===== src/rtl/rps_pkg.sv =====
// Shared definitions for the stone-paper-scissors pipeline.
// The judge stage also imports this package for the result codes.
package rps_pkg;

  localparam logic [7:0] RES_TIE = 8'd0;
  localparam logic [7:0] RES_P1  = 8'd49;
  localparam logic [7:0] RES_P2  = 8'd50;
  localparam logic [7:0] RES_INV = 8'd63;

  typedef enum logic [1:0] {
    IDLE = 2'd0,
    PLAY = 2'd1,
    OVER = 2'd2
  } state_e;

  localparam logic [1:0] WIN_NONE = 2'b00;
  localparam logic [1:0] WIN_P1   = 2'b01;
  localparam logic [1:0] WIN_P2   = 2'b10;

endpackage


===== src/rtl/rps_match_scorer_if.sv =====
// Round-result handshake between the judge stage (master) and the scorer (slave).
interface rps_match_scorer_if;

  logic [7:0] result_in;
  logic       result_valid;
  logic       result_ready;

  modport master (output result_in, output result_valid, input result_ready);
  modport slave  (input result_in, input result_valid, output result_ready);

endinterface


===== src/rtl/rps_result_decode.sv =====
// Maps a round-result code to one-hot {p1, p2, tie, invalid}.
// Any code outside the three meaningful values is treated as invalid.
module rps_result_decode
  import rps_pkg::*;
(
  input  logic [7:0] code_i,
  output logic       p1_o,
  output logic       p2_o,
  output logic       tie_o,
  output logic       inv_o
);

  always_comb begin
    p1_o  = 1'b0;
    p2_o  = 1'b0;
    tie_o = 1'b0;
    inv_o = 1'b0;
    case (code_i)
      RES_P1:  p1_o  = 1'b1;
      RES_P2:  p2_o  = 1'b1;
      RES_TIE: tie_o = 1'b1;
      default: inv_o = 1'b1;
    endcase
  end

endmodule


===== src/rtl/rps_match_scorer.sv =====
// First-to-WIN_TARGET match scorer with a round limit; declares the match winner.
// State table:  IDLE | waiting for start
//               PLAY | accepting round results
//               OVER | match decided, results ignored until start
module rps_match_scorer
  import rps_pkg::*;
#(
  parameter int WIN_TARGET = 3,
  parameter int MAX_ROUNDS = 9,
  parameter int SCORE_W    = 4
) (
  input  logic                 clk,
  input  logic                 rst_n,
  input  logic                 start,
  rps_match_scorer_if.slave    res_if,
  output logic [SCORE_W-1:0]   p1_score,
  output logic [SCORE_W-1:0]   p2_score,
  output logic [7:0]           round_cnt,
  output logic [7:0]           invalid_cnt,
  output logic                 match_over,
  output logic [1:0]           match_winner
);

  localparam logic [SCORE_W-1:0] TARGET = SCORE_W'(WIN_TARGET);
  localparam logic [7:0]         LIMIT  = 8'(MAX_ROUNDS);

  state_e               state_q, state_d;
  logic [SCORE_W-1:0]   p1_q, p1_d, p2_q, p2_d;
  logic [7:0]           rnd_q, rnd_d, inv_q, inv_d;
  logic [1:0]           win_q, win_d;
  logic                 dec_p1, dec_p2, dec_tie, dec_inv;

  rps_result_decode u_decode (
    .code_i (res_if.result_in),
    .p1_o   (dec_p1),
    .p2_o   (dec_p2),
    .tie_o  (dec_tie),
    .inv_o  (dec_inv)
  );

  always_ff @(posedge clk) begin
    if (!rst_n) begin
      state_q <= IDLE;
      p1_q    <= '0;
      p2_q    <= '0;
      rnd_q   <= '0;
      inv_q   <= '0;
      win_q   <= WIN_NONE;
    end else begin
      state_q <= state_d;
      p1_q    <= p1_d;
      p2_q    <= p2_d;
      rnd_q   <= rnd_d;
      inv_q   <= inv_d;
      win_q   <= win_d;
    end
  end

  always_comb begin
    state_d = state_q;
    p1_d    = p1_q;
    p2_d    = p2_q;
    rnd_d   = rnd_q;
    inv_d   = inv_q;
    win_d   = win_q;
    case (state_q)
      IDLE: if (start) state_d = PLAY;
      PLAY: begin
        if (res_if.result_valid) begin
          if (dec_p1) p1_d = p1_q + 1'b1;
          if (dec_p2) p2_d = p2_q + 1'b1;
          if (dec_p1 || dec_p2 || dec_tie) rnd_d = rnd_q + 8'd1;
          if (dec_inv && inv_q != 8'hFF) inv_d = inv_q + 8'd1;
          // End check uses the post-increment values of this same accept.
          if (p1_d == TARGET) begin
            state_d = OVER;
            win_d   = WIN_P1;
          end else if (p2_d == TARGET) begin
            state_d = OVER;
            win_d   = WIN_P2;
          end else if (rnd_d == LIMIT) begin
            state_d = OVER;
            win_d   = (p1_d > p2_d) ? WIN_P1 : (p2_d > p1_d) ? WIN_P2 : WIN_NONE;
          end
        end
      end
      OVER: begin
        if (start) begin
          state_d = PLAY;
          p1_d    = '0;
          p2_d    = '0;
          rnd_d   = '0;
          inv_d   = '0;
          win_d   = WIN_NONE;
        end
      end
      default: state_d = IDLE;
    endcase
  end

  assign res_if.result_ready = (state_q == PLAY);
  assign match_over          = (state_q == OVER);
  assign p1_score            = p1_q;
  assign p2_score            = p2_q;
  assign round_cnt           = rnd_q;
  assign invalid_cnt         = inv_q;
  assign match_winner        = win_q;

endmodule


===== src/flat_wrapper.sv =====
// flat-port wrapper written by rule: the top's interface ports become plain ports
module rps_match_scorer_flat import rps_pkg::*;
#(
  parameter int WIN_TARGET = 3,
  parameter int MAX_ROUNDS = 9,
  parameter int SCORE_W    = 4
)
  (clk, rst_n, start, p1_score, p2_score, round_cnt, invalid_cnt, match_over, match_winner, res_if_result_in, res_if_result_valid, res_if_result_ready);
  rps_match_scorer_if res_if_i ();
  input  logic clk;
  input  logic rst_n;
  input  logic start;
  output logic [SCORE_W-1:0] p1_score;
  output logic [SCORE_W-1:0] p2_score;
  output logic [7:0] round_cnt;
  output logic [7:0] invalid_cnt;
  output logic match_over;
  output logic [1:0] match_winner;
  input wire logic [$bits(res_if_i.result_in)-1:0] res_if_result_in;
  input wire logic [$bits(res_if_i.result_valid)-1:0] res_if_result_valid;
  output wire logic [$bits(res_if_i.result_ready)-1:0] res_if_result_ready;
  assign res_if_i.result_in = res_if_result_in;
  assign res_if_i.result_valid = res_if_result_valid;
  assign res_if_result_ready = res_if_i.result_ready;
  rps_match_scorer #(.WIN_TARGET(WIN_TARGET), .MAX_ROUNDS(MAX_ROUNDS), .SCORE_W(SCORE_W)) u_core (.clk(clk), .rst_n(rst_n), .start(start), .res_if(res_if_i), .p1_score(p1_score), .p2_score(p2_score), .round_cnt(round_cnt), .invalid_cnt(invalid_cnt), .match_over(match_over), .match_winner(match_winner));
endmodule

===== config.mk =====
export PLATFORM = sky130hd
export DESIGN_NAME = rps_match_scorer_flat
export DESIGN_NICKNAME = d
export VERILOG_FILES = /design/src/rtl/rps_pkg.sv /design/src/rtl/rps_match_scorer_if.sv /design/src/rtl/rps_result_decode.sv /design/src/rtl/rps_match_scorer.sv /design/src/flat_wrapper.sv
export SDC_FILE = /design/constraint.sdc
export NUM_CORES = 1
export LEC_CHECK = 0
export CAP_MARGIN = 5
export CORE_ASPECT_RATIO = 1.1
export CORE_UTILIZATION = 35
export CTS_CLUSTER_SIZE = 40
export DETAILED_ROUTE_END_ITERATION = 8
export PLACE_DENSITY_LB_ADDON = 0.1
export SYNTH_ARGS = -nofsm -noshare
export SYNTH_HDL_FRONTEND = slang
export SYNTH_SLANG_ARGS = --single-unit

===== constraint.sdc =====
create_clock -name clk -period 3.6 [get_ports clk]
set_input_delay 0.72 -clock clk [delete_from_list [all_inputs] [get_ports clk]]
set_output_delay 0.72 -clock clk [all_outputs]
set_load 0.05 [all_outputs]

Word-level counts from Yosys, hierarchy flattened
Cells that the tools add are included.

word-level totals
  latch bits = 0
  output and inout port bits = 28
  flip-flop bits (word level) = 28
  word-level logic and storage cells = 75
  bits in read-only memories = 0
  memories = 0
  RAM bits = 0

operators by class
  bitwise gates (word level) = 0
  reduce and logical (&&, ||, !) cells = 12
  mux-type cells = 38
  div/mod/pow operators = 0
  shift operators = 0
  $add $sub $neg = 4
  equality and inequality tests = 13
  $mul = 0
  order comparisons = 2

operators with widths
  cell                                                             number
  8-bit two-way mux                                                7
  4-bit two-way mux                                                9
  8-bit one-hot mux with 2 select lines                            2
  2-bit two-way mux                                                12
  8-bit by 1-bit adder with 8-bit output, second input constant    2
  8-bit by 6-bit == test with 1-bit output, second input constant  2
  4-bit one-hot mux with 2 select lines                            2
  4-bit by 1-bit adder with 4-bit output, second input constant    2
  4-bit by 2-bit == test with 1-bit output, second input constant  2
  8-bit by 4-bit == test with 1-bit output, second input constant  1
  4-bit greater-than comparator                                    2
  8-bit logical NOT                                                1
  8-bit != test, second input constant                             1
  2-bit one-hot mux with 2 select lines                            2
  4-bit AND reduction                                              2
  3-bit AND reduction                                              2
  1-bit two-way mux                                                4
  2-bit by 1-bit != test with 1-bit output, second input constant  2
  2-bit != test, second input constant                             2
  4-bit by 1-bit != test with 1-bit output, second input constant  1
  3-bit OR reduction                                               1
  2-bit by 1-bit == test with 1-bit output, second input constant  1
  2-bit == test, second input constant                             1
  2-bit logical NOT                                                1
  other kinds (4)                                                  5

Logic depth before layout (Yosys ltp)
  depth after elaboration = 13
  gate-level depth with buffers = 10

Cells and area by module
From an unflattened synthesis, not the netlist that was laid out.

second synthesis, totals
  cell total of the unflattened synthesis = 215
  area total of the unflattened synthesis = 1,767.9 um2

by module, submodules not included
  module             cells each  times used  seq. area each (um2)  area each (um2)
  rps_match_scorer   205         1           560.5                 1,697.9
  rps_result_decode  10          1           0.0                   70.1

Worst setup path after synthesis
Ideal clock, no wire load.

  kind = input to register
  start = input port res_if_result_in[3]
  end = register u_core.win_q[0] (netlist: u_core.match_winner[0])
  stages on the path = 9
  path slack = 0.660 ns
  arrival = 2.824 ns
  buffers on the path = 1
  required time = 3.484 ns
  cells stage by stage = or4_4 > buf_6 > nor2_1 > nand4_1 > xnor2_1 > ha_1 > a311oi_1 > a21oi_1 > a41o_1

on the way
  longest elaborated chain between the ends = 12
  elaborated cells on any way between the ends = 29
  those cells by class = 1 x order compare; 6 x eq/ne; 18 x mux; 4 x reduce/logical

RTL lines
  element                                   RTL line                                        RTL
  start: declaration                        flat_wrapper.sv:19                              input wire logic [$bits(res_if_i.result_in)-1:0] res_if_result_in;
  8-bit by 6-bit == test with 1-bit output  rps_result_decode.sv:18                         case (code_i)
  1-bit two-way mux                         rps_result_decode.sv:18
  4-bit two-way mux (on tied branches)      rps_match_scorer.sv:70, rps_match_scorer.sv:71
  4-bit two-way mux                         rps_match_scorer.sv:69                          if (res_if.result_valid) begin
  4-bit two-way mux                         rps_match_scorer.sv:66                          case (state_q)
  4-bit greater-than comparator             rps_match_scorer.sv:83                          win_d = (p1_d > p2_d) ? WIN_P1 : (p2_d > p1_d) ? WIN_P2 : WIN_NONE;
  2-bit two-way mux                         rps_match_scorer.sv:83
  2-bit two-way mux                         rps_match_scorer.sv:81                          end else if (rnd_d == LIMIT) begin
  2-bit two-way mux                         rps_match_scorer.sv:78                          end else if (p2_d == TARGET) begin
  2-bit two-way mux                         rps_match_scorer.sv:75                          if (p1_d == TARGET) begin
  2-bit two-way mux                         rps_match_scorer.sv:69
  2-bit one-hot mux with 2 select lines     rps_match_scorer.sv:66
  end signal: assignment                    rps_match_scorer.sv:55                          win_q <= win_d;
  end: declaration                          rps_match_scorer.sv:30                          logic [1:0] win_q, win_d;

Parallel ways exist; a longest one is shown, timed or not. The select of a mux whose other input is x is not followed.
A chain may end at the register's enable or synchronous reset.

Worst setup path in the final report
Same ends and word-level chain as after synthesis.

==> results.md <==
- Most frequent cells in the layout: clkdlybuf4s50_1 (39), nor2_1 (28), dfxtp_1 (28), a21oi_1 (20)
- Cell Pwr Density: 388.0 nW/µm²
- CP arrival: 3.29 ns
- Synth Warn #: 0
- Number of flops mapped to enable cells by yosys: 0
- Area growth syn-to-layout: 29.43%
- Clk sinks: 28
- Peak Freq: 321.5 MHz
- Ant diodes: 0
- Status: complete, no violations
- Detailed-route wire length: 4856 µm
- Worst skew pair latency: 0.27 ns
- DP HPWL: 3533 µm
- Final #Nets: 301
- Setup crit start kind: input pin
- Antenna violations before repair: 0
- Final ANT Viol Nets: 0
- Clk_skew: 0.003159 ns
- Cts hold-fix bufs: 0
- Slew Viols, Final: 0
- Setup bufs post-CTS: 0
- Setup Viol. Count Final: 0
- CP Max Fanout: 9
- Synthesized area: 1904 µm²
- PostCTS Resize Cnt: 0
- Htree depth: 1
- Max_slew headroom: 66.37%
- Vias in the first global route: 1706
- Predominant post-synthesis flop cell: dfxtp_1
- Avg Vias per Cell: 5.269
- Min Tclk post-route: 3.110 ns
- Final Cycle Share: 86.39%
- Crit. End Element: flip-flop
- CTS Buffer Depth: 2
- IO Port Bufs: 39
- Initial DRT Pass Iterations: 4
- Max Cap Violations: 0
- Worst min path class: flip-flop to flip-flop
- Core Rows: 27
- Avg Cell Area, Syn: 8.069 µm²
- Sum Neg Setup Slack: 0 ns
- P_leak: 0.8366 nW
- Die area: 5740 µm²
- Global-route wire length before repair: 8197 µm
- Top cell type's share of synthesized area: 29.43%
- Register area share after synthesis: 29.43%
- Commonest non-fill, non-tap cell in the layout: clkdlybuf4s50_1
- Wire per inst: 13.87 µm
- Synth area leaders: dfxtp_1 (29%), ha_1 (6.6%), nor2_1 (5.5%)
- I/O pins: 40
- CTS root buffer: clkbuf_8
- Post-Syn Instances: 236
- Worst slack, placed: 0.2025 ns
- DRC violations left: 0
- Ys async rst share: 0%
- Grt ovf: 0
- Horiz. Die Dim: 72.33 µm
- Placer Congestion: 0.8172
- Post-synth top area cell: dfxtp_1
- RSZ-0062 raised after global routing: no
- VDD IR max: 0.1602 mV
- Sequential cell area: 560.5 µm²
- Worst Slack Setup Final: 0.4900 ns
- Critical Path RT: 3.78 ns
- Total track usage: 17.96%
- CTS Buf Count: 3
- Worst Tran Pin Value: 0.5028 ns
- Post-synth cell types: 56
- Die height: 79.36 µm
- Initial drt markers: 87
- Final hold vios: 0
- Clock slew at reported path FFs: 0.10 ns
- Fill count: 543
- WS Path Type: input pin to flip-flop
- Area of the multi-input gates: 1270 µm²
- TritonCTS clock tree: yes
- Core box area: 5135 µm²
- Vias: 1844
- Pin count of the biggest net entering global routing: 17
- Initial Util: 37.09%
- Number of synthesized register bits: 28
- Synth Net Count: 258
- Share of layout cells above drive strength 1: 10.07%
[critical path, stage by stage]
cell	delay [ns]
clkdlybuf4s50_1	0.41
or4_4	0.62
nor2_1	0.30
nand4_1	0.15
xnor2_1	0.25
ha_1	0.30
a311oi_1	0.22
a21oi_1	0.12
a41o_1	0.18
[worst paths after layout]
check | slack, ns | cells past startpoint | from | endpoint
worst max-delay path | 0.49 | 9 | res_if_result_in[3] | u_core.match_winner[0]
worst min-delay path | 0.49 | 2 | u_core.match_winner[1] | u_core.match_winner[1]
worst max register to register | 1.31 | 9 | u_core.p1_score[0] | u_core.state_q[0]
worst min register to register | 0.49 | 2 | u_core.match_winner[1] | u_core.match_winner[1]
[power by group]
| part | internal, mW | switching [mW] | total [mW] |
|---|---|---|---|
| clock network | 0.149 | 0.104 | 0.253 |
| registers | 0.325 | 0.0176 | 0.343 |
| logic | 0.129 | 0.232 | 0.361 |
[sequential cells by signal (all words and copies together), names as in the netlist]
register             count
u_core.invalid_cnt       8
u_core.match_winner      2
u_core.p1_score          4
u_core.p2_score          4
u_core.round_cnt         8
u_core.state_q           2
[metrics by stage]
step	power, mW	utilization (%)	instance area (µm²)	hold slack, ns	cells
2_1_floorplan	0.5881	-	1904	0.4837	236
3_3_place_gp	0.7108	46.61	2394	0.4903	346
3_5_place_dp	0.7107	46.61	2394	0.4890	346
4_1_cts	0.9695	48.00	2465	0.5065	350
5_1_grt	1.021	48.00	2465	0.5290	350
6_report	0.9564	48.00	2465	0.4917	350
[routing by layer]
metal	part of all wire (%)	track usage, %	wire, µm
met1	48	24.07	2331
met2	49	30.84	2371
met3	2.6	2.030	125
met4	0.56	3.529	27
met5	0	0	0
[kinds of logic after synthesis]
| logic type | Yosys count | share of synthesized area [%] |
|---|---|---|
| flip-flops | 28 | 29.44 |
| buffers and inverters | 16 | 3.876 |
| AO/OA/AOI/OAI | 59 | 20.43 |
| multiplexers | 3 | 1.643 |
| XOR/XNOR | 17 | 7.819 |
| adder cells (fa/ha/maj) | 11 | 7.096 |
| AND/OR/NAND/NOR | 102 | 29.70 |
[Yosys cell counts (5+ instances only)]
cell type  count
dfxtp_1       28
nor2_1        28
a21oi_1       20
nand2_1       16
o21ai_0       16
xnor2_1       11
ha_1          10
inv_1          8
nand3_1        8
nor3_1         7
or3_1          7
clkbuf_1       6
nand4_1        6
xor2_1         6
nor3b_1        5
[layout make-up]
| cell class | instances | share of cell area [%] |
|---|---|---|
| multi-input combinational | 192 | 51.52 |
| sequential | 28 | 22.74 |
| timing repair buffer | 46 | 17.97 |
| tap | 72 | 3.655 |
| clock buffer | 3 | 1.675 |
| clock inverter | 1 | 1.218 |
| inverter | 8 | 1.218 |
(Power assumes the default switching activity.)
